**src/rtl/gnn_pkg.sv**
```systemverilog
// gnn_pkg: shared types and sizes for the GNN layer datapath blocks.
//   NODES/FEATS : shape of one ReLU batch (nodes x features per node).
//   IDX_W       : width of a node index.
//   wb_state_t  : relu_writeback FSM states.
package gnn_pkg;

    localparam int NODES = 4;
    localparam int FEATS = 4;
    localparam int IDX_W = $clog2(NODES);

    typedef enum logic [1:0] {
        WB_IDLE,
        WB_WRITE,
        WB_DONE
    } wb_state_t;

endpackage

```
**src/rtl/relu_writeback_if.sv**
```systemverilog
// relu_writeback_if: node-feature memory write port (valid/grant handshake).
//   wr_en    : write request; wr_addr/wr_data valid while high.
//   wr_addr  : word address.
//   wr_data  : packed node word, feature 0 in the LSBs.
//   wr_grant : memory accepts the beat on a clock edge where wr_en & wr_grant.
// master = writer (relu_writeback), slave = memory.
interface relu_writeback_if
    import gnn_pkg::*;
#(
    parameter int ADDR_W    = 8,
    parameter int DATA_SIZE = 5
) ();

    logic                        wr_en;
    logic [ADDR_W-1:0]           wr_addr;
    logic [FEATS*DATA_SIZE-1:0]  wr_data;
    logic                        wr_grant;

    modport master (output wr_en, output wr_addr, output wr_data, input wr_grant);
    modport slave  (input wr_en, input wr_addr, input wr_data, output wr_grant);

endinterface

```
**src/rtl/relu_writeback.sv**
```systemverilog
// relu_writeback: snapshots a completed 4-node x 4-feature ReLU batch and
// writes it to the node-feature memory, one node word per accepted beat.
//   clk, rst_n       : clock (rising edge), async active-low reset.
//   relu_ready       : batch-valid level; each 0->1 transition is one batch.
//   in{f}_n{k}       : feature f of node k from relu_4n.
//   base_addr        : word address of node 0, sampled at capture.
//   wr               : memory write port (master side).
//   busy             : a batch is held or being written.
//   done             : one-cycle pulse after the last beat is accepted.
//   overrun          : sticky; a new batch arrived while still writing.
module relu_writeback
    import gnn_pkg::*;
#(
    parameter int DATA_SIZE = 5,
    parameter int ADDR_W    = 8
) (
    input  logic                        clk,
    input  logic                        rst_n,
    input  logic                        relu_ready,
    input  logic signed [DATA_SIZE-1:0] in0_n0, in1_n0, in2_n0, in3_n0,
    input  logic signed [DATA_SIZE-1:0] in0_n1, in1_n1, in2_n1, in3_n1,
    input  logic signed [DATA_SIZE-1:0] in0_n2, in1_n2, in2_n2, in3_n2,
    input  logic signed [DATA_SIZE-1:0] in0_n3, in1_n3, in2_n3, in3_n3,
    input  logic [ADDR_W-1:0]           base_addr,
    relu_writeback_if.master            wr,
    output logic                        busy,
    output logic                        done,
    output logic                        overrun
);

    typedef logic [NODES-1:0][FEATS-1:0][DATA_SIZE-1:0] batch_t;

    batch_t            in_w, snap_q, snap_d;
    wb_state_t         state_q, state_d;
    logic [IDX_W-1:0]  idx_q, idx_d;
    logic [ADDR_W-1:0] base_q, base_d;
    logic              ready_q;
    logic              overrun_q, overrun_d;
    logic              rise;

    // Node word is a plain bit concatenation, feature 0 lowest.
    assign in_w[0] = {in3_n0, in2_n0, in1_n0, in0_n0};
    assign in_w[1] = {in3_n1, in2_n1, in1_n1, in0_n1};
    assign in_w[2] = {in3_n2, in2_n2, in1_n2, in0_n2};
    assign in_w[3] = {in3_n3, in2_n3, in1_n3, in0_n3};

    assign rise = relu_ready & ~ready_q;

    always_ff @(posedge clk or negedge rst_n) begin
        if (!rst_n) begin
            state_q   <= WB_IDLE;
            idx_q     <= '0;
            base_q    <= '0;
            snap_q    <= '0;
            ready_q   <= 1'b0;
            overrun_q <= 1'b0;
        end else begin
            state_q   <= state_d;
            idx_q     <= idx_d;
            base_q    <= base_d;
            snap_q    <= snap_d;
            ready_q   <= relu_ready;
            overrun_q <= overrun_d;
        end
    end

    always_comb begin
        state_d   = state_q;
        idx_d     = idx_q;
        base_d    = base_q;
        snap_d    = snap_q;
        overrun_d = overrun_q;
        case (state_q)
            WB_IDLE: begin
                if (rise) begin
                    snap_d  = in_w;
                    base_d  = base_addr;
                    idx_d   = '0;
                    state_d = WB_WRITE;
                end
            end
            WB_WRITE: begin
                // A batch arriving mid-write is dropped; only flag it.
                if (rise) overrun_d = 1'b1;
                if (wr.wr_grant) begin
                    idx_d = idx_q + 1'b1;
                    if (idx_q == IDX_W'(NODES - 1)) state_d = WB_DONE;
                end
            end
            WB_DONE: begin
                // Accepting a batch here gives the 5-cycle minimum period.
                if (rise) begin
                    snap_d  = in_w;
                    base_d  = base_addr;
                    idx_d   = '0;
                    state_d = WB_WRITE;
                end else begin
                    state_d = WB_IDLE;
                end
            end
            default: state_d = WB_IDLE;
        endcase
    end

    // Outputs come straight from held state, so they stay stable while stalled.
    assign wr.wr_en   = (state_q == WB_WRITE);
    assign wr.wr_addr = base_q + ADDR_W'(idx_q);
    assign wr.wr_data = snap_q[idx_q];
    assign busy       = (state_q != WB_IDLE);
    assign done       = (state_q == WB_DONE);
    assign overrun    = overrun_q;

endmodule
```
**src/flat_wrapper.sv**
```systemverilog
// flat-port wrapper written by rule: the top's interface ports become plain ports
module relu_writeback_flat import gnn_pkg::*;
#(
    parameter int DATA_SIZE = 5,
    parameter int ADDR_W    = 8
)
  (clk, rst_n, relu_ready, in0_n0, in1_n0, in2_n0, in3_n0, in0_n1, in1_n1, in2_n1, in3_n1, in0_n2, in1_n2, in2_n2, in3_n2, in0_n3, in1_n3, in2_n3, in3_n3, base_addr, busy, done, overrun, wr_wr_en, wr_wr_addr, wr_wr_data, wr_wr_grant);
  relu_writeback_if #(.ADDR_W(ADDR_W), .DATA_SIZE(DATA_SIZE)) wr_i ();
  input  logic clk;
  input  logic rst_n;
  input  logic relu_ready;
  input  logic signed [DATA_SIZE-1:0] in0_n0;
  input  logic signed [DATA_SIZE-1:0] in1_n0;
  input  logic signed [DATA_SIZE-1:0] in2_n0;
  input  logic signed [DATA_SIZE-1:0] in3_n0;
  input  logic signed [DATA_SIZE-1:0] in0_n1;
  input  logic signed [DATA_SIZE-1:0] in1_n1;
  input  logic signed [DATA_SIZE-1:0] in2_n1;
  input  logic signed [DATA_SIZE-1:0] in3_n1;
  input  logic signed [DATA_SIZE-1:0] in0_n2;
  input  logic signed [DATA_SIZE-1:0] in1_n2;
  input  logic signed [DATA_SIZE-1:0] in2_n2;
  input  logic signed [DATA_SIZE-1:0] in3_n2;
  input  logic signed [DATA_SIZE-1:0] in0_n3;
  input  logic signed [DATA_SIZE-1:0] in1_n3;
  input  logic signed [DATA_SIZE-1:0] in2_n3;
  input  logic signed [DATA_SIZE-1:0] in3_n3;
  input  logic [ADDR_W-1:0] base_addr;
  output logic busy;
  output logic done;
  output logic overrun;
  output wire logic [$bits(wr_i.wr_en)-1:0] wr_wr_en;
  output wire logic [$bits(wr_i.wr_addr)-1:0] wr_wr_addr;
  output wire logic [$bits(wr_i.wr_data)-1:0] wr_wr_data;
  input wire logic [$bits(wr_i.wr_grant)-1:0] wr_wr_grant;
  assign wr_wr_en = wr_i.wr_en;
  assign wr_wr_addr = wr_i.wr_addr;
  assign wr_wr_data = wr_i.wr_data;
  assign wr_i.wr_grant = wr_wr_grant;
  relu_writeback #(.DATA_SIZE(DATA_SIZE), .ADDR_W(ADDR_W)) u_core (.clk(clk), .rst_n(rst_n), .relu_ready(relu_ready), .in0_n0(in0_n0), .in1_n0(in1_n0), .in2_n0(in2_n0), .in3_n0(in3_n0), .in0_n1(in0_n1), .in1_n1(in1_n1), .in2_n1(in2_n1), .in3_n1(in3_n1), .in0_n2(in0_n2), .in1_n2(in1_n2), .in2_n2(in2_n2), .in3_n2(in3_n2), .in0_n3(in0_n3), .in1_n3(in1_n3), .in2_n3(in2_n3), .in3_n3(in3_n3), .base_addr(base_addr), .wr(wr_i), .busy(busy), .done(done), .overrun(overrun));
endmodule
```
**config.mk**
```make
export PLATFORM = sky130hd
export DESIGN_NAME = relu_writeback_flat
export DESIGN_NICKNAME = d
export VERILOG_FILES = /design/src/rtl/gnn_pkg.sv /design/src/rtl/relu_writeback_if.sv /design/src/rtl/relu_writeback.sv /design/src/flat_wrapper.sv
export SDC_FILE = /design/constraint.sdc
export NUM_CORES = 1
export LEC_CHECK = 0
export ABC_CLOCK_PERIOD_IN_PS = 1900
export BUFFER_PORTS_ARGS = -buffer_cell sky130_fd_sc_hd__clkbuf_2
export CAP_MARGIN = 20
export CORE_MARGIN = 3
export CORE_UTILIZATION = 52
export CTS_CLUSTER_DIAMETER = 30
export CTS_CLUSTER_SIZE = 8
export DETAILED_ROUTE_END_ITERATION = 7
export PLACE_DENSITY = 0.82
export SYNTH_ARGS = -nofsm -noshare
export SYNTH_HDL_FRONTEND = slang
export SYNTH_SLANG_ARGS = --single-unit
```
**constraint.sdc**
```tcl
create_clock -name clk -period 1.9 [get_ports clk]
set_clock_uncertainty 0.15 [all_clocks]
set_input_delay 0.095 -clock clk [delete_from_list [all_inputs] [get_ports clk]]
set_output_delay 0.095 -clock clk [all_outputs]
set_load 0.01 [all_outputs]
```
# Word-level counts from Yosys, hierarchy flattened
# Cells that the tools add are included.
# totals
ff_bits	94
latchBits	0
mem_bits_rw	0
romBits	0
inputBits	92
word_cells	51
mem_count	0
# classes
addsub	2
multipliers	0
div_mod_pow	0
order_cmp	1
n_eq_ne	7
shifts	0
n_mux	10
n_bitwise	2
n_reduce_logical	8
# op_table
op	n
$bmux 20 s2	1
$mux 20	1
$mux 2	5
$add 8x2->8	1
$ne 2x1->1 const B	4
$pmux 2 s3	1
$reduce_and 3->1	2
$eq 2x2->1 const B	2
$pmux 2 s2	1
$reduce_and 2->1	2
$reduce_bool 2->1	2
$lt 2x3->1 const B	1
$add 2x1->2 const B	1
$eq 2x1->1 const B	1
$logic_not 2->1	1
$reduce_or 2->1	1
$and 1x1->1	1
$mux 1	1
$not 1->1	1

# Logic depth before layout (Yosys ltp)
# depth
depth_word	4
ltp_mapped	5
ltp_nobuf	4

# Least setup slack after synthesis
# No wires, ideal clock.
# synth_timing
kind	flip-flop to output port
from	register u_core.idx_q[0]
to	output wr_wr_addr[4]
arrival_time_ps	1335
setup_slack_ps	320
path_stages_with_launch	5
path_cell_list	dfrtp_1 ha_1 fa_1 nand3_1 xnor2_1
# synth_between
elab_chain_cells	1
# synth_lines
item	line_no	source
start: declaration	relu_writeback.sv:35	logic [IDX_W-1:0] idx_q, idx_d;
start signal: assignment	relu_writeback.sv:59	idx_q <= idx_d;
$add 8x2->8	relu_writeback.sv:107	assign wr.wr_addr = base_q + ADDR_W'(idx_q);
end: declaration	flat_wrapper.sv:33	output wire logic [$bits(wr_i.wr_addr)-1:0] wr_wr_addr;
# No other way between the ends.

# Worst setup path in the final report
# Ends and elaborated chain as after synthesis.

==> qor.yml <==
avgRoutedWirePerCell_um: 17.4
num_rows: 32
clkTransAtPathRegs_ns: 0.10
n_antenna_cell: 0
antenna_found_initial: 0
status: "finished, violations left"
fin_tns_setup_ns: -0.329
power.internal_uw: 6040
max_freq_mhz: 511
synthTopCellsByArea: "dfrtp_1 (56%), mux2_2 (24%), mux4_2 (11%)"
start_kind: "register"
syn_inst: 248
grt_pass1_wl_um: 15700
htree_levels: 3
area_delta_synth_final_pct: 46.1
timing.rr.end: "u_core.snap_q[22]$_DFFE_PN0P_"
routabilityCongestion: 0.702
gr-usage-met3_pct: 4.61
clockPowerShare_pct: 15.7
power_uw: 8920
min_period_ns: 1.96
numCtsBuffers: 9
final_layout_size_suffix_gt1_share_pct: 56.8
multiInputGateArea_um2: 1720
ys_types: 27
drt_iter0_drc: 78
drt-vias-per-instance: 5.03
endpoint_kind: "output port"
yosys_warnings: 0
hp-class: "in2async"
drc_errors: 0
worstPathRequired_ns: 1.65
hpwl_um: 6050
yosysTopAreaCellShare_pct: 56.1
dieHeight_um: 95.8
synth.net_count: 344
async_flop_share_pct: 100
grt_pass1_vias: 3209
grt_max_degree: 57
die_x_um: 95.8
dieArea_um2: 9180
hold_viol_final: 0
grt.total_usage_pct: 22.9
vias: 2904
vdd_ir_drop_max_v: 0.000967
p_sw_uw: 2870
setup_ws_ns: -0.0574
tightest_slew_ns: 0.499
p_seq_share_pct: 40.4
drt-total-wl_um: 10100
fin_area_um2: 6130
path_class: "reg2out"
num_io_pins: 124
slew_viol_final: 0
netlist_area_um2: 4200
hold-worst-slack_ns: 0.0993
seq_area_um2: 2350
clockRootBuffer: "clkbuf_8"
synth-seq-cells: 94
netlist.top_cell.by_area: "dfrtp_1"
crit_family: "adder cells"
crit_slowest_cell: "dfrtp_1"
p_per_area_nw_per_um2: 1450
top_usage_layer: "met2"
cp-startpoint: "u_core.idx_q[0]$_DFFE_PN0P_"
synth_seq_area_share_pct: 56.1
grt.overflow.total: 0
initial_core_util_pct: 54.0
cts_tree: "done"
n_fill_cell: 449
cp_num_buf_inv: 1
worstReg2RegStart: "u_core.state_q[0]$_DFFE_PN0P_"
r2r_slack_ns: 0.15
power_leakage_uw: 0.00278
met2_usage_pct: 41.3
synth_edf_count: 0
num-nets-final: 566
slew_headroom_pct: 66.7
syn_area_per_cell_um2: 16.9
drv_cap: 0
r2r_cells: 4
fin_crit_sh_pct: 103
comb_power_share_pct: 43.9
cp.arrival_ns: 1.71
cp.depth: 5
grt.met1_usage_pct: 27.2
finalSetupViolCount: 19
crit_fanout: 3
violations: "negative setup slack"
crit_chain: "ha_2 > fa_2 > nand3_2 > xnor2_2 > buf_2"
ys.flop_type: "dfrtp_1"
core_um2: 7770
cpPeakStageDelay_ns: 0.43
rsz0062_at_grt: "true"
cts_buffer_depth: 2
drt_pre_antenna_iters: 4
postRouteAntennaNets: 0
swShare_pct: 32.2
place_area_um2: 4920
cts.sinks: 94
clk_latency_ns: 0.34
numPortBuffers: 123
-- routing by layer --
layer	vias to the layer above	part of all wire [%]
met3	8	4.7
met1	1451	40
met4	0	1.1
met5	-	0
met2	84	54
li1	1361	-
-- cells in the final DEF, fill, tap and decap left out, types with 2 or more instances in the layout --
cell / n
xnor2_1: 4
mux4_2: 20
dfrtp_1: 93
buf_4: 7
nand2_1: 2
mux2_2: 88
clkbuf_8: 11
buf_12: 5
buf_6: 2
nand4_1: 2
a21o_1: 3
clkbuf_2: 116
and3_1: 2
dlygate4sd3_1: 91
buf_2: 5
clkinv_4: 2
-- registers in the layout, summed over array words and instances (netlist names) --
signal,flops
u_core.snap_q,80
u_core.base_q,8
u_core.idx_q,2
u_core.state_q,2
u_core.overrun,1
u_core.ready_q,1
-- power by group through the flow --
stage	sequential (uW)	combinational (uW)	clock, uW
after floorplan	3390	2600	0
after global placement	3510	3490	0
after detailed placement	3600	3600	0
after CTS	3570	3820	1430
after global routing	3710	4230	1520
final	3600	3910	1400
-- kinds of logic (layout without fill, tap and decap cells) --
| kind of cell | after synthesis | after routing | synth area share [%] |
|---|---|---|---|
| and+or+nand+nor | 13 | 13 | 2.00 |
| muxes | 108 | 108 | 34.4 |
| AOI/OAI and AO/OA | 6 | 6 | 1.19 |
| xor gates and xnor gates | 6 | 6 | 1.25 |
| DFF | 94 | 94 | 56.1 |
| buffers and inverters | 17 | 244 | 3.76 |
| adders and majority gates | 4 | 4 | 1.37 |
-- timing repair --
| item | in CTS | in global routing |
|---|---|---|
| resized for setup | 6 | 10 |
| buffers inserted | 2 | 2 |
| endpoints found under the setup margin | 21 | 27 |
| endpoints found under the hold margin | 132 | 0 |
| hold buffers | 91 | 0 |
| pin swaps | 1 | 3 |
-- per-stage QoR --
stage | setup WS [ns] | util, % | std cells
CTS | -0.0853 | 78.4 | 575
detailed placement | 0.185 | 63.4 | 466
global placement | 0.233 | 63.4 | 466
floorplan | 0.320 | - | 248
finish | -0.0574 | 78.9 | 577
global route | -0.139 | 78.9 | 577
-- worst max-delay path by stage --
stage / end / slack [ns]
finish: wr_wr_addr[4] / -0.06
CTS: wr_wr_addr[5] / -0.09
detailed placement: u_core.snap_q[19]$_DFFE_PN0P_ / 0.18
floorplan: wr_wr_addr[4] / 0.32
global route: wr_wr_addr[5] / -0.14
global placement: wr_wr_addr[4] / 0.23
-- synth_stat cells, types with 2 or more instances --
| cell | count |
|---|---|
| clkbuf_8 | 2 |
| xnor2_1 | 5 |
| mux2_2 | 88 |
| nand3_1 | 2 |
| buf_2 | 2 |
| ha_1 | 3 |
| dfrtp_1 | 94 |
| nand4_1 | 2 |
| and3_1 | 2 |
| buf_6 | 9 |
| nand2_1 | 2 |
| a21o_1 | 3 |
| mux4_2 | 20 |
-- worst reg2reg max path, cell delays in order, from the launching register on --
cell and delay, ns:
dfrtp_1 0.43, nor3b_4 0.25, buf_12 0.20, buf_12 0.22, mux2_2 0.38
-- area by class of cell --
cell class              instances  area share (%)
clock buffers                  11            2.47
clock inverters                 5            1.08
inverters                       1          0.0612
multi-input cells             137            28.1
flip-flops and latches         94            38.4
well taps                     102            2.08
repair buffers                227            27.8
(Power assumes the default switching activity.)
